$ cat src/rtl/multi_clock_divider.sv
// Bank of NUM_CH independent 50%-duty clock dividers with glitch-free, rollover-aligned reprogramming.
// Optional MULTI_CLKDIV_SYNC_EN adds sync_in, which zeroes every counter and output to phase-align all channels.
module multi_clock_divider #(
    parameter int NUM_CH       = 4,
    parameter int WIDTH        = 23,
    parameter int DEFAULT_HALF = 0,
    localparam int CH_W        = (NUM_CH > 1) ? $clog2(NUM_CH) : 1
) (
    input  logic              clock_in,
    input  logic              reset,
`ifdef MULTI_CLKDIV_SYNC_EN
    input  logic              sync_in,
`endif
    input  logic              wr_valid,
    input  logic [CH_W-1:0]   wr_ch,
    input  logic [WIDTH-1:0]  wr_half,
    output logic              wr_ready,
    output logic              wr_err,
    output logic [NUM_CH-1:0] clock_out,
    output logic [NUM_CH-1:0] tick,
    output logic [NUM_CH-1:0] pending
);

    localparam logic [WIDTH-1:0] DEF_HALF = WIDTH'(DEFAULT_HALF);
    localparam logic [WIDTH-1:0] ONE      = WIDTH'(1);

    logic              sel_pending;
    logic              wr_in_range;
    logic [NUM_CH-1:0] wr_hit;

    // Out-of-range channels are always ready so a stray write can never stall the bus.
    always_comb begin
        sel_pending = 1'b0;
        wr_in_range = 1'b0;
        wr_hit      = '0;
        for (int i = 0; i < NUM_CH; i++) begin
            if (wr_ch == CH_W'(i)) begin
                wr_in_range = 1'b1;
                sel_pending = pending[i];
                wr_hit[i]   = wr_valid && !pending[i];
            end
        end
    end

    assign wr_ready = !sel_pending;

    always_ff @(posedge clock_in or posedge reset) begin
        if (reset) begin
            wr_err <= 1'b0;
        end else begin
            wr_err <= wr_valid && !wr_in_range;
        end
    end

    for (genvar g = 0; g < NUM_CH; g++) begin : g_ch
        logic [WIDTH-1:0] active_half;
        logic [WIDTH-1:0] pending_half;
        logic [WIDTH-1:0] cnt;
        logic             out_q;
        logic             out_d1;
        logic             tick_q;
        logic             pend_q;
        logic             running;
        logic             at_roll;

        assign running = (active_half != '0);
        assign at_roll = running && (cnt == active_half - ONE);

        always_ff @(posedge clock_in or posedge reset) begin
            if (reset) begin
                active_half  <= DEF_HALF;
                pending_half <= DEF_HALF;
                cnt          <= '0;
                out_q        <= 1'b0;
                out_d1       <= 1'b0;
                tick_q       <= 1'b0;
                pend_q       <= 1'b0;
            end else begin
                // tick is derived from the registered output, so it lags the rising edge by one cycle
                out_d1 <= out_q;
                tick_q <= out_q && !out_d1;

                if (wr_hit[g]) begin
                    pending_half <= wr_half;
                    pend_q       <= 1'b1;
                end

`ifdef MULTI_CLKDIV_SYNC_EN
                if (sync_in) begin
                    cnt   <= '0;
                    out_q <= 1'b0;
                end else
`endif
                if (pend_q && (!running || at_roll)) begin
                    active_half <= pending_half;
                    cnt         <= '0;
                    pend_q      <= 1'b0;
                    // stopping forces low; starting from stopped waits a full half-period before rising
                    if (pending_half == '0) begin
                        out_q <= 1'b0;
                    end else if (at_roll) begin
                        out_q <= !out_q;
                    end
                end else if (at_roll) begin
                    cnt   <= '0;
                    out_q <= !out_q;
                end else if (running) begin
                    cnt <= cnt + ONE;
                end
            end
        end

        assign clock_out[g] = out_q;
        assign tick[g]      = tick_q;
        assign pending[g]   = pend_q;
    end

endmodule

$ cat config.mk
export PLATFORM = sky130hd
export DESIGN_NAME = multi_clock_divider
export DESIGN_NICKNAME = d
export VERILOG_FILES = /design/src/rtl/multi_clock_divider.sv
export SDC_FILE = /design/constraint.sdc
export NUM_CORES = 1
export LEC_CHECK = 0
export ABC_AREA = 0
export BUFFER_PORTS_ARGS = -buffer_cell sky130_fd_sc_hd__buf_2
export CORE_ASPECT_RATIO = 0.5
export CORE_MARGIN = 10
export CORE_UTILIZATION = 56
export CTS_CLUSTER_DIAMETER = 30
export DETAILED_ROUTE_END_ITERATION = 10
export PLACE_DENSITY = 0.85
export SLEW_MARGIN = 20
export SYNTH_ARGS = -nofsm -noshare
export SYNTH_HDL_FRONTEND = slang
export SYNTH_SLANG_ARGS = --single-unit
$ cat constraint.sdc
create_clock -name clock_in -period 15.56 [get_ports clock_in]
set_input_delay 3.89 -clock clock_in [delete_from_list [all_inputs] [get_ports clock_in]]
set_output_delay 3.89 -clock clock_in [all_outputs]
set_load 0.01 [all_outputs]
==> impl_metrics.toml, run 1 <==
[setup_path]
setup.worst_path.start_class = "input pin"
cp_common_cell = "buf_2"
critical_path.endpoint_type = "output pin"
worst-setup-path-type = "input pin to output pin"
critPathMaxFanout = 5
slowest_stage = "mux4_2"
reg2reg_from = "g_ch[3].active_half[0]"
worst-endpoint-arrival_ns = 4.86
cp-startpoint = "wr_ch[0]"
cp.required_ns = 11.67
slowest_delay_ns = 0.59
critical_path_cell_list = "buf_2 > mux4_2 > inv_1 > buf_2"

[synth]
yosysTopAreaCellShare = 0.454
synth_sequential_area_ratio = 0.454
synth_seq_cells = 293
number_of_distinct_library_cell_variants_in_the_gate_level_netlist_after_synthesis = 79
synthesized_nets = 1660
synthTopCellsByArea = "dfrtp_1, mux2_2, mux2_1"
synth_area_leader_cell = "dfrtp_1"
synth_cells = 1624
count_of_flip_flops_with_a_built_in_enable_after_synthesis = 0
synth_area_um2 = 16200
ys.flop_type = "dfrtp_1"
post_synth_most_frequent_cells = "dfrtp_1, nand2_1, nor2_1"
ys_async_sr_fraction = 1.00
syn_area_per_cell_um2 = 9.95
yosys.cell_count.top_type = "dfrtp_1"
ys_warn_count = 0

[clock_network]
worst_skew_pair.late_latency_ns = 0.54
hold_buf_cts = 0
cts_sinks = 293
ctsRootBufferMaster = "clkbuf_16"
cts_resized = 0
clkTransAtPathRegs_ns = 0.06
tritoncts_clock_tree = "done"
cts-htree-levels = 2
postCtsSetupBuffers = 0
cts_inserted_buffers = 38
cts.path.max_buffers = 3

[sta]
drv_slew = 0
hold_slack_ns = 0.399
tightest_slew_ns = 0.967
slew_headroom = 0.355
post-route-worst-setup-slack_ns = 6.81
rsz0062_at_grt = "false"
fin_skew_ns = 0.0200
timing.final.setup_violations = 0
finalHoldViolations = 0
final.min_clock_period_ns = 8.75
final_min_period_over_clock_period = 0.562
setup_total_negative_slack_ns = 0
highest_attainable_clock_frequency_ghz = 0.114

[global_route]
grt_start_max_net_pins = 98
globalRouteOverflowTotal = 0
grt-busiest-layer = "met2"
globalRouteTotalUtil = 0.225
grtUsageMet1 = 0.302
grt_first_pass_wirelength_um = 67900
antenna_found_initial = 1
grt.met2_usage = 0.353
grt_use_met3 = 0.0446
first_global_vias = 12429

[detailed_routing]
drt_drc_violations_left = 0
drt_wl_total_um = 41900
route.detailed.wl_per_inst_um = 20.5
via_count = 13265
via_per_inst = 6.49
final_antenna_violating_net_count = 0
drt-pass1-iter-count = 6
drt_first_iter_violations = 1616

[power]
netSwitchingPower_mw = 1.30
total_power_mw = 3.36
ir_worst_vdd_mv = 0.0805
cell_internal_pwr_mw = 2.05
comb_power_share = 0.307
power.share.clock = 0.283
sequentialPowerShare = 0.411
power.density_cell_area_nw_per_um2 = 187
netSwitchingFraction = 0.388
total_leakage_power_nw = 7.78

[layout]
nets = 1668
syn2layout_area_growth_pct = 11.2
drive_above_1_share = 0.147
final_core_util = 0.640

[floorplan]
die-height_um = 140
boundaryPins = 42
dieArea_um2 = 36500
die_w_um = 260
core_area_um2 = 28100
floorplan.rows = 43
initial_core_util = 0.576

[run]
cap_viol_max_count = 0

[placement]
placement.setup.worst_slack_ns = 6.85
place.gp.congestion = 0.901
numPortBuffers = 41
detailed_placement_hpwl_um = 26400

[worst_hold_path]
worstHoldPathType = "flip-flop to flip-flop"
hold_path_startpoint = "g_ch[1].out_d1"

[run_status]
run_status = "finished clean"
==> power by group through the flow <==
stage / Clock, mW / Sequential, mW / Combinational, mW
after floorplan: 0 / 1.20 / 0.873
after global placement: 0 / 1.33 / 0.940
after detailed placement: 0 / 1.35 / 0.984
after CTS: 0.952 / 1.36 / 1.02
after global routing: 0.983 / 1.41 / 1.14
final: 0.949 / 1.38 / 1.03
==> per-layer routing <==
layer  wire, um  vias to the layer above  part of all wire
li1           -                     5929                 -
met1      17500                     6480              0.42
met2      19100                      710              0.46
met3       3650                      146             0.087
met4       1710                        0             0.041
met5          0                        -                 0
==> cell usage in the layout, fill, tap and decap left out, drive strengths merged, types with 41 or more instances in the layout <==
| cell | count |
|---|---|
| xor2 | 65 |
| nor4 | 56 |
| o21ai | 84 |
| clkbuf | 41 |
| buf | 55 |
| nor2 | 92 |
| mux2 | 166 |
| nand2 | 155 |
| xnor2 | 67 |
| nand3 | 88 |
| nor3 | 71 |
| inv | 53 |
| dfrtp | 293 |
==> worst max-delay path, delay by kind of cell <==
family	cells	cell delay [ns]
multiplexers	1	0.59
buffers and inverters	3	0.39
==> per-stage QoR <==
stage                     cell area [um2]  instances
after floorplan                     16200       1624
after global placement              16600       1974
after detailed placement            16600       1974
after CTS                           18000       2044
after global routing                18000       2044
final                               18000       2045
==> cell type report <==
type                            instances  area [um2]
Clock inverter                         29         360
Timing Repair Buffer                   55         310
Tap cell                              382         478
Clock buffer                           41        1030
Fill cell                            1975       10100
Sequential cell                       293        7330
Inverter                               39         154
Antenna cell                            1        2.50
Multi-Input combinational cell       1205        8310
==> final timing paths <==
path / to / slack (ns) / cells past startpoint
setup / recovery: wr_ready / 6.81 / 4
hold / removal: g_ch[1].tick_q / 0.40 / 1
setup reg to reg: g_ch[3].active_half[7] / 10.45 / 11
hold reg to reg: g_ch[1].tick_q / 0.40 / 1
max in group asynchronous: g_ch[0].cnt[5] / 10.12 / 4
min in group asynchronous: wr_err / 3.48 / 2
==> flip-flops by register name (all words and copies together), names as in the netlist <==
register and flops:
g_ch.active_half 92, g_ch.cnt 92, g_ch.pending_half 92, g_ch.out_d1 4, g_ch.out_q 4, g_ch.pend_q 4, g_ch.tick_q 4, wr_err 1
==> logic make-up (layout without fill, tap and decap cells) <==
family                   Yosys count  after routing  synth area share
AND/OR/NAND/NOR                  672            672             0.224
flip-flops                       293            293             0.454
AO/OA/AOI/OAI                    219            219            0.0902
multiplexers                     173            173             0.121
XOR/XNOR                         132            132            0.0715
buffers and inverters            126            164            0.0341
adder cells (fa/ha/maj)            8              8           0.00619
other                              1              2          0.000232
Power figures use the tool's default switching activity.
==> inputs of run 2 (changes only) <==
==> constraint.sdc (replaced) <==
create_clock -name clock_in -period 8.85 [get_ports clock_in]
set_input_delay 2.2125 -clock clock_in [delete_from_list [all_inputs] [get_ports clock_in]]
set_output_delay 2.2125 -clock clock_in [all_outputs]
set_load 0.01 [all_outputs]
==> impl_metrics.toml, run 2 (synthesis gave the netlist of run 1 again) <==
[floorplan]
floorplan.rows = 43
dieArea_um2 = 36500
boundaryPins = 42
initial_core_util = 0.576
core_area_um2 = 28100
die-height_um = 140
die_w_um = 260

[global_route]
globalRouteOverflowTotal = 0
globalRouteTotalUtil = 0.217
grt_start_max_net_pins = 205
first_global_vias = 12331
grt_first_pass_wirelength_um = 65700
antenna_found_initial = 0

[detailed_routing]
via_count = 13147
final_antenna_violating_net_count = 0
wl_met3_um = 3290
routed-wl-met2_um = 18200
via_per_inst = 6.44
m1WireLength_um = 17500
route.detailed.wl_per_inst_um = 19.8
drt_wl_total_um = 40500
drt_drc_violations_left = 0
routed.top_layer = "met4"
drt_first_iter_violations = 1508
drt-pass1-iter-count = 6

[sta]
drv_slew = 0
rsz0062_at_grt = "false"
post-route-worst-setup-slack_ns = 3.48
hold_slack_ns = 0.377
final_min_period_over_clock_period = 0.607
finalHoldViolations = 0
tightest_slew_ns = 0.969
timing.final.setup_violations = 0
fin_skew_ns = 0.0326
slew_headroom = 0.353
setup_total_negative_slack_ns = 0
final.min_clock_period_ns = 5.37
highest_attainable_clock_frequency_ghz = 0.186

[placement]
detailed_placement_hpwl_um = 26300
placement.setup.worst_slack_ns = 3.48
place.gp.congestion = 0.901
numPortBuffers = 41

[power]
ir_worst_vdd_mv = 0.133
total_leakage_power_nw = 7.71
power.density_cell_area_nw_per_um2 = 320

[clock_network]
cts.path.max_buffers = 3
cts_sinks = 293
cts-htree-levels = 2
ctsRootBufferMaster = "clkbuf_16"
cts_resized = 0
worst_skew_pair.late_latency_ns = 0.54
postCtsSetupBuffers = 0
cts_inserted_buffers = 36
tritoncts_clock_tree = "done"
clkTransAtPathRegs_ns = 0.06
hold_buf_cts = 0

[layout]
antennaDiodeCount = 0
most_frequent_cells_in_the_layout = "dfrtp_1, nand2_1, nor2_1"
layout_top_registers = "g_ch.active_half x92, g_ch.cnt x92, g_ch.pending_half x92"
fillCellCount = 2005
drive_above_1_share = 0.143
syn2layout_area_growth_pct = 10.3
nets = 1667
commonest_non_fill_non_tap_cell_in_the_layout = "dfrtp_1"

[setup_path]
setup.worst_path.start_class = "input pin"
rr_endpoint = "g_ch[3].active_half[10]"
critical_path.endpoint_type = "output pin"
critPathMaxFanout = 5
worst-setup-path-type = "input pin to output pin"
rrSetupSlack_ns = 3.81
reg2reg_from = "g_ch[3].active_half[0]"
worst-endpoint-arrival_ns = 3.16
timing.reg2reg.worst_path_depth = 11
cp.required_ns = 6.64

[worst_hold_path]
worstHoldPathType = "flip-flop to flip-flop"
hold_path_startpoint = "g_ch[0].out_d1"
min_path_cells = 1
hold_path_end = "g_ch[0].tick_q"

[run]
cap_viol_max_count = 0

[run_status]
run_status = "finished clean"
## run 2: final cells by class
class / instances / area, um2 / area share
Clock inverter: 24 / 260 / 0.0146
Clock buffer: 42 / 955 / 0.0535
Tap cell: 382 / 478 / 0.0268
Sequential cell: 293 / 7330 / 0.411
Multi-Input combinational cell: 1205 / 8310 / 0.466
Timing Repair Buffer: 56 / 350 / 0.0196
Inverter: 39 / 150 / 0.00842
## run 2: routing by layer
metal	global-route usage	up-vias
met3	0.0394	134
li1	-	5935
met1	0.299	6453
met2	0.337	625
met4	0.0840	0
met5	0	-
## run 2: how the worst max path moves through the flow
stage	start	end	cells past startpoint
after floorplan	reset	g_ch[0].active_half[0]	1
after global placement	wr_ch[0]	wr_ready	4
after detailed placement	wr_ch[0]	wr_ready	4
after CTS	wr_ch[0]	wr_ready	4
after global routing	wr_ch[0]	wr_ready	4
final	wr_ch[0]	wr_ready	4
## run 2: power breakdown
group          internal (mW)  total (mW)  switching [mW]
Combinational          0.875        1.80           0.922
Clock                  0.843        1.50           0.655
Sequential              1.77        2.41           0.641
## run 2: critical path, stage by stage
cell	delay (ns)
buf_2	0.15
mux4_2	0.58
inv_1	0.08
buf_2	0.14
## run 2: per-stage QoR
step                cells   util  instance area, um2  power (mW)
global placement     1974  0.591               16600        4.00
CTS                  2040  0.634               17800        5.66
floorplan            1624      -               16200        3.64
detailed placement   1974  0.591               16600        4.11
finish               2041  0.635               17800        5.71
global route         2041  0.635               17800        6.01
